**src/rtl/pixel_stream_decoder.sv**
```systemverilog
// Pixel stream decoder: expands CLUT8 / CLUT4 / RL7 coded bytes into one colour
// index per enabled pixel, tracking the column and flagging end of line.
module pixel_stream_decoder #(
  parameter int LINE_WIDTH = 384
) (
  input  logic       clk,
  input  logic       reset,
  input  logic       line_start,
  input  logic [1:0] mode,
  input  logic [7:0] in_byte,
  input  logic       in_valid,
  output logic       in_strobe,
  input  logic       pixel_en,
  output logic [7:0] out_index,
  output logic       out_valid,
  output logic       underrun,
  output logic       line_done
);

  typedef enum logic [1:0] {S_DONE, S_FETCH, S_FETCH_LEN, S_HOLD} state_t;

  localparam logic [1:0] MODE_RL7   = 2'd1;
  localparam logic [1:0] MODE_CLUT4 = 2'd2;
  localparam logic [9:0] LAST_COL   = 10'(LINE_WIDTH - 1);

  state_t     state_reg, state_next;
  logic [1:0] mode_reg, mode_next;
  logic [7:0] colour_reg, colour_next;
  logic [7:0] remaining_reg, remaining_next;
  logic       to_eol_reg, to_eol_next;
  logic [3:0] nibble_reg, nibble_next;
  logic [9:0] column_reg, column_next;
  logic [7:0] out_index_reg, out_index_next;
  logic       out_valid_reg, out_valid_next;
  logic       underrun_reg, underrun_next;
  logic       line_done_reg, line_done_next;

  logic ready;
  logic fetching;
  logic active;

  assign ready    = (remaining_reg != 8'd0) || to_eol_reg;
  assign fetching = (state_reg == S_FETCH) || (state_reg == S_FETCH_LEN);
  assign active   = (state_reg != S_DONE);
  // A new line overrides any byte acceptance in the same cycle.
  assign in_strobe = in_valid && fetching && !ready && !line_start;

  always_comb begin
    state_next     = state_reg;
    mode_next      = mode_reg;
    colour_next    = colour_reg;
    remaining_next = remaining_reg;
    to_eol_next    = to_eol_reg;
    nibble_next    = nibble_reg;
    column_next    = column_reg;
    out_index_next = out_index_reg;
    out_valid_next = 1'b0;
    underrun_next  = 1'b0;
    line_done_next = 1'b0;

    if (line_start) begin
      state_next     = S_FETCH;
      mode_next      = mode;
      colour_next    = 8'h00;
      remaining_next = 8'h00;
      to_eol_next    = 1'b0;
      nibble_next    = 4'h0;
      column_next    = 10'd0;
    end else begin
      if (in_strobe) begin
        if (state_reg == S_FETCH_LEN) begin
          if (in_byte != 8'h00) remaining_next = in_byte;
          else                  to_eol_next    = 1'b1;
          state_next = S_HOLD;
        end else begin
          case (mode_reg)
            MODE_RL7: begin
              colour_next = {1'b0, in_byte[6:0]};
              if (in_byte[7]) begin
                state_next = S_FETCH_LEN;
              end else begin
                remaining_next = 8'd1;
                state_next     = S_HOLD;
              end
            end
            MODE_CLUT4: begin
              colour_next    = {4'h0, in_byte[7:4]};
              nibble_next    = in_byte[3:0];
              remaining_next = 8'd2;
              state_next     = S_HOLD;
            end
            default: begin
              colour_next    = in_byte;
              remaining_next = 8'd1;
              state_next     = S_HOLD;
            end
          endcase
        end
      end

      if (pixel_en && active) begin
        out_valid_next = 1'b1;
        column_next    = column_reg + 10'd1;
        if (ready) begin
          out_index_next = colour_reg;
          if (!to_eol_reg) begin
            remaining_next = remaining_reg - 8'd1;
            // Second CLUT4 pixel comes from the held low nibble.
            if (mode_reg == MODE_CLUT4 && remaining_reg == 8'd2)
              colour_next = {4'h0, nibble_reg};
            if (remaining_reg == 8'd1)
              state_next = S_FETCH;
          end
        end else begin
          out_index_next = 8'h00;
          underrun_next  = 1'b1;
        end
        if (column_reg == LAST_COL) begin
          line_done_next = 1'b1;
          state_next     = S_DONE;
          colour_next    = 8'h00;
          remaining_next = 8'h00;
          to_eol_next    = 1'b0;
          nibble_next    = 4'h0;
        end
      end
    end
  end

  always_ff @(posedge clk) begin
    if (reset) begin
      state_reg     <= S_DONE;
      mode_reg      <= 2'd0;
      colour_reg    <= 8'h00;
      remaining_reg <= 8'h00;
      to_eol_reg    <= 1'b0;
      nibble_reg    <= 4'h0;
      column_reg    <= 10'd0;
      out_index_reg <= 8'h00;
      out_valid_reg <= 1'b0;
      underrun_reg  <= 1'b0;
      line_done_reg <= 1'b0;
    end else begin
      state_reg     <= state_next;
      mode_reg      <= mode_next;
      colour_reg    <= colour_next;
      remaining_reg <= remaining_next;
      to_eol_reg    <= to_eol_next;
      nibble_reg    <= nibble_next;
      column_reg    <= column_next;
      out_index_reg <= out_index_next;
      out_valid_reg <= out_valid_next;
      underrun_reg  <= underrun_next;
      line_done_reg <= line_done_next;
    end
  end

  assign out_index = out_index_reg;
  assign out_valid = out_valid_reg;
  assign underrun  = underrun_reg;
  assign line_done = line_done_reg;

endmodule

```
**config.mk**
```make
export PLATFORM = sky130hd
export DESIGN_NAME = pixel_stream_decoder
export DESIGN_NICKNAME = d
export VERILOG_FILES = /design/src/rtl/pixel_stream_decoder.sv
export SDC_FILE = /design/constraint.sdc
export NUM_CORES = 1
export LEC_CHECK = 0
export ABC_AREA = 0
export BUFFER_PORTS_ARGS = -buffer_cell sky130_fd_sc_hd__buf_2
export CAP_MARGIN = 10
export CORE_UTILIZATION = 40
export CTS_BUF_LIST = sky130_fd_sc_hd__clkbuf_4
export DETAILED_ROUTE_END_ITERATION = 12
export HOLD_SLACK_MARGIN = 0.03
export SLEW_MARGIN = 15
export SYNTH_ARGS = -nofsm -noshare
export SYNTH_HDL_FRONTEND = slang
export SYNTH_SLANG_ARGS = --single-unit
```
**constraint.sdc**
```tcl
create_clock -name clk -period 2.25 [get_ports clk]
set_clock_uncertainty 0.1 [all_clocks]
set_input_delay 0.45 -clock clk [delete_from_list [all_inputs] [get_ports clk]]
set_output_delay 0.45 -clock clk [all_outputs]
set_load 0.01 [all_outputs]
```
==> impl_metrics.yaml <==
floorplanning:
  start_util_pct: 41.7
  num_rows: 27
  dieArea_sq_um: 6090
  core_area_sq_um: 5540
  die_h_microns: 78.0
  die_w_microns: 78.0
  ioPinCount: 27
timing:
  slew-limit-headroom_pct: 59.0
  tns_ps: -133
  layout_setup_ws_ps: -104
  rsz0062_at_grt: "yes"
  worst_slew_pin_slew_ps: 612
  fmax_ghz: 0.425
  fin_crit_ps: 2350
  setup_viol: 2
  hold_violations: 0
  slew_violations: 0
  finalCritPeriodShare_pct: 105
outcome:
  violations: "negative setup slack"
  status: "finished with violations"
logic_synthesis:
  postSynthAreaPerCell_sq_um: 9.07
  async_reset_ff_share_pct: 0
  yosysUniqueCellTypes: 59
  yosysMostFrequentCell: "dfxtp_1"
  synthTopCellsByCount: "46 x dfxtp_1, 38 x nor2_1, 16 x nand2_1"
  synthAdderAreaFrac_pct: 4.87
  synth_mux_area_share_pct: 3.95
  synth_area_leaders: "dfxtp_1 40%, nor2_1 6.2%, ha_1 4.9%"
  yosys_register_bits: 46
  ys_seq_area_share_pct: 39.8
  synth_top_family_by_area: "simple AND/OR/NAND/NOR gates"
  syn_area_sq_um: 2310
  netlist.area_leader.share_pct: 39.8
  syn-num-nets: 279
  synthSimpleGateAreaFrac_pct: 27.2
  synth_edf_count: 0
  yosysWarningCount: 0
  synth_compound_area_share_pct: 16.2
  synth-main-ff-cell: "dfxtp_1"
  synthCells: 255
  yosysTopAreaCell: "dfxtp_1"
  synthXorXnorAreaFrac_pct: 3.79
route:
  top_layer: "met4"
  drt-met1-wl_mm: 2.67
  dr_wl_met3_microns: 235
  avgRoutedWirePerCell_microns: 14.3
  first_pass_iters: 4
  drt_first_iter_violations: 104
  vias_per_cell: 5.24
  drc_errors: 0
  num_vias: 1964
  wl_met2_mm: 2.37
  ant_nets: 0
  routed_wl_mm: 5.37
grt:
  grtUsageTotal_pct: 18.9
  grt_pass1_vias: 1859
  grt_pass1_wl_mm: 8.99
  grt_max_degree: 15
  antenna_found_initial: 0
  grt-ovfl-total: 0
setup_path:
  crit_family: "simple AND/OR/NAND/NOR gates"
  crit_path_max_incr_delay_ps: 480
  critical_path.max_fanout: 4
  path_cells: "inv_2 -> ha_4 -> or4b_4 -> nor3_4 -> buf_6 -> buf_6"
  crit_top_cell: "buf_6"
  critPathLaunchType: "flip-flop"
  slowest_stage: "or4b_4"
  critPathBufInv: 3
  critPathArrivalTime_ps: 1800
  setup.worst_path.end_class: "output pin"
  crit_required_ps: 1700
  path_class: "reg -> out"
clocking:
  cts_sinks: 46
  h-tree-depth: 2
  path_clk_slew_ps: 140
  clockRootBuffer: "clkbuf_4"
  clock_latency_ps: 370
  clk_path_buf_depth: 2
  numCtsBuffers: 5
  hold_buffers: 0
  cts_tree: "built"
place:
  gp_congestion: 0.798
  port-buffer-count: 26
  place.detailed.instances: 361
  dp_hpwl_mm: 4.01
layout:
  post-route-util_pct: 50.5
  area_growth_pct: 21.0
  insertedDiodeCount: 0
  final_cells: 375
  largest_register_ff_count: 10
  nNetsFinal: 326
  drive_gt1_share_pct: 29.4
pwr:
  power.density_nw_per_um2: 545
  power.leakage_nw: 1.18
  irDropWorstVdd_v: 0.000310
min_path:
  hold_class: "in -> reg"
run:
  drv_cap: 0
[metrics by stage]
stage / hold WS, ps / total power, mW / area (sq um) / setup WS (ps)
after floorplan: 326 / 0.942 / 2310 / 29.7
after global placement: 340 / 1.00 / 2610 / 82.1
after detailed placement: 341 / 1.00 / 2610 / 31.5
after CTS: 146 / 1.53 / 2750 / -113
after global routing: 148 / 1.59 / 2800 / -168
final: 167 / 1.52 / 2800 / -104
[worst register-to-register path: stages (launching register included)]
cell	delay (ps)
dfxtp_1	380
or4_4	540
buf_4	200
nor4b_2	340
or3_4	220
buf_4	120
a21oi_1	40
a221o_1	260
[layout make-up]
| type | instances | area (sq um) |
|---|---|---|
| Clock buffer | 6 | 45.0 |
| Clock inverter | 2 | 37.5 |
| Fill cell | 533 | 2740 |
| Inverter | 9 | 33.8 |
| Multi-Input combinational cell | 189 | 1340 |
| Sequential cell | 46 | 925 |
| Tap cell | 72 | 90.1 |
| Timing Repair Buffer | 51 | 332 |
[final timing paths]
| path | start | endpoint | cells after the start | slack [ps] |
|---|---|---|---|---|
| setup / recovery | remaining_reg[1]$_SDFF_PP0_ | in_strobe | 6 | -100 |
| hold / removal | reset | state_reg[0]$_SDFF_PP0_ | 2 | 170 |
| setup reg to reg | remaining_reg[4]$_SDFF_PP0_ | remaining_reg[5]$_SDFF_PP0_ | 7 | -30 |
| hold reg to reg | colour_reg[5]$_SDFF_PP0_ | colour_reg[5]$_SDFF_PP0_ | 2 | 360 |
[power breakdown]
group / internal [mW] / switching [mW]
clock: 0.247 / 0.275
combinational: 0.0762 / 0.0950
sequential: 0.824 / 0.00599
[layout by cell type (no fill, tap or decap), types with 2 or more instances in the layout]
cell      synthesis  layout
or4_4             2       2
o21ai_0           5       5
a32oi_1           2       2
dfxtp_1          46      43
buf_2             0      25
buf_6             2       3
nand2b_1          2       2
and3_1            3       3
nand3_1          14      14
or3_2             2       2
xor2_1            6       6
or2_2             2       2
nor3_1            2       2
buf_4             2      23
or4bb_1           2       2
a22oi_1          13      13
or4_1             2       2
nand2_1          16      16
nor4_1            2       2
xnor2_1           4       4
inv_1             9       7
dfxtp_2           0       3
a21o_1            5       5
a21oi_1           8       8
ha_1              9       7
clkbuf_4          0       6
a31oi_1           2       2
nor2b_1           4       4
nor2_1           38      38
o31ai_1           2       2
mux2i_1           8       8
inv_2             0       2
a211oi_2          2       3
a311oi_1          2       2
[metal layers]
layer  up-vias  GRT usage, %
met1       904          26.1
met5         -             0
met2        41          28.7
met4         0          8.15
met3         8          3.95
li1       1011             -
[repair_timing]
item	in CTS	in global routing
endpoints found under the hold margin	0	0
setup endpoints to repair	2	7
resized for setup	9	7
pin swaps	3	1
setup buffers	4	2
[cells by family after synthesis]
| family | Yosys count |
|---|---|
| AO/OA/AOI/OAI | 51 |
| XOR/XNOR | 10 |
| adder cells (fa/ha/maj) | 9 |
| buffers and inverters | 20 |
| flip-flops | 46 |
| multiplexers | 9 |
| AND/OR/NAND/NOR | 110 |
No activity file was read; power rests on OpenSTA's default activity.
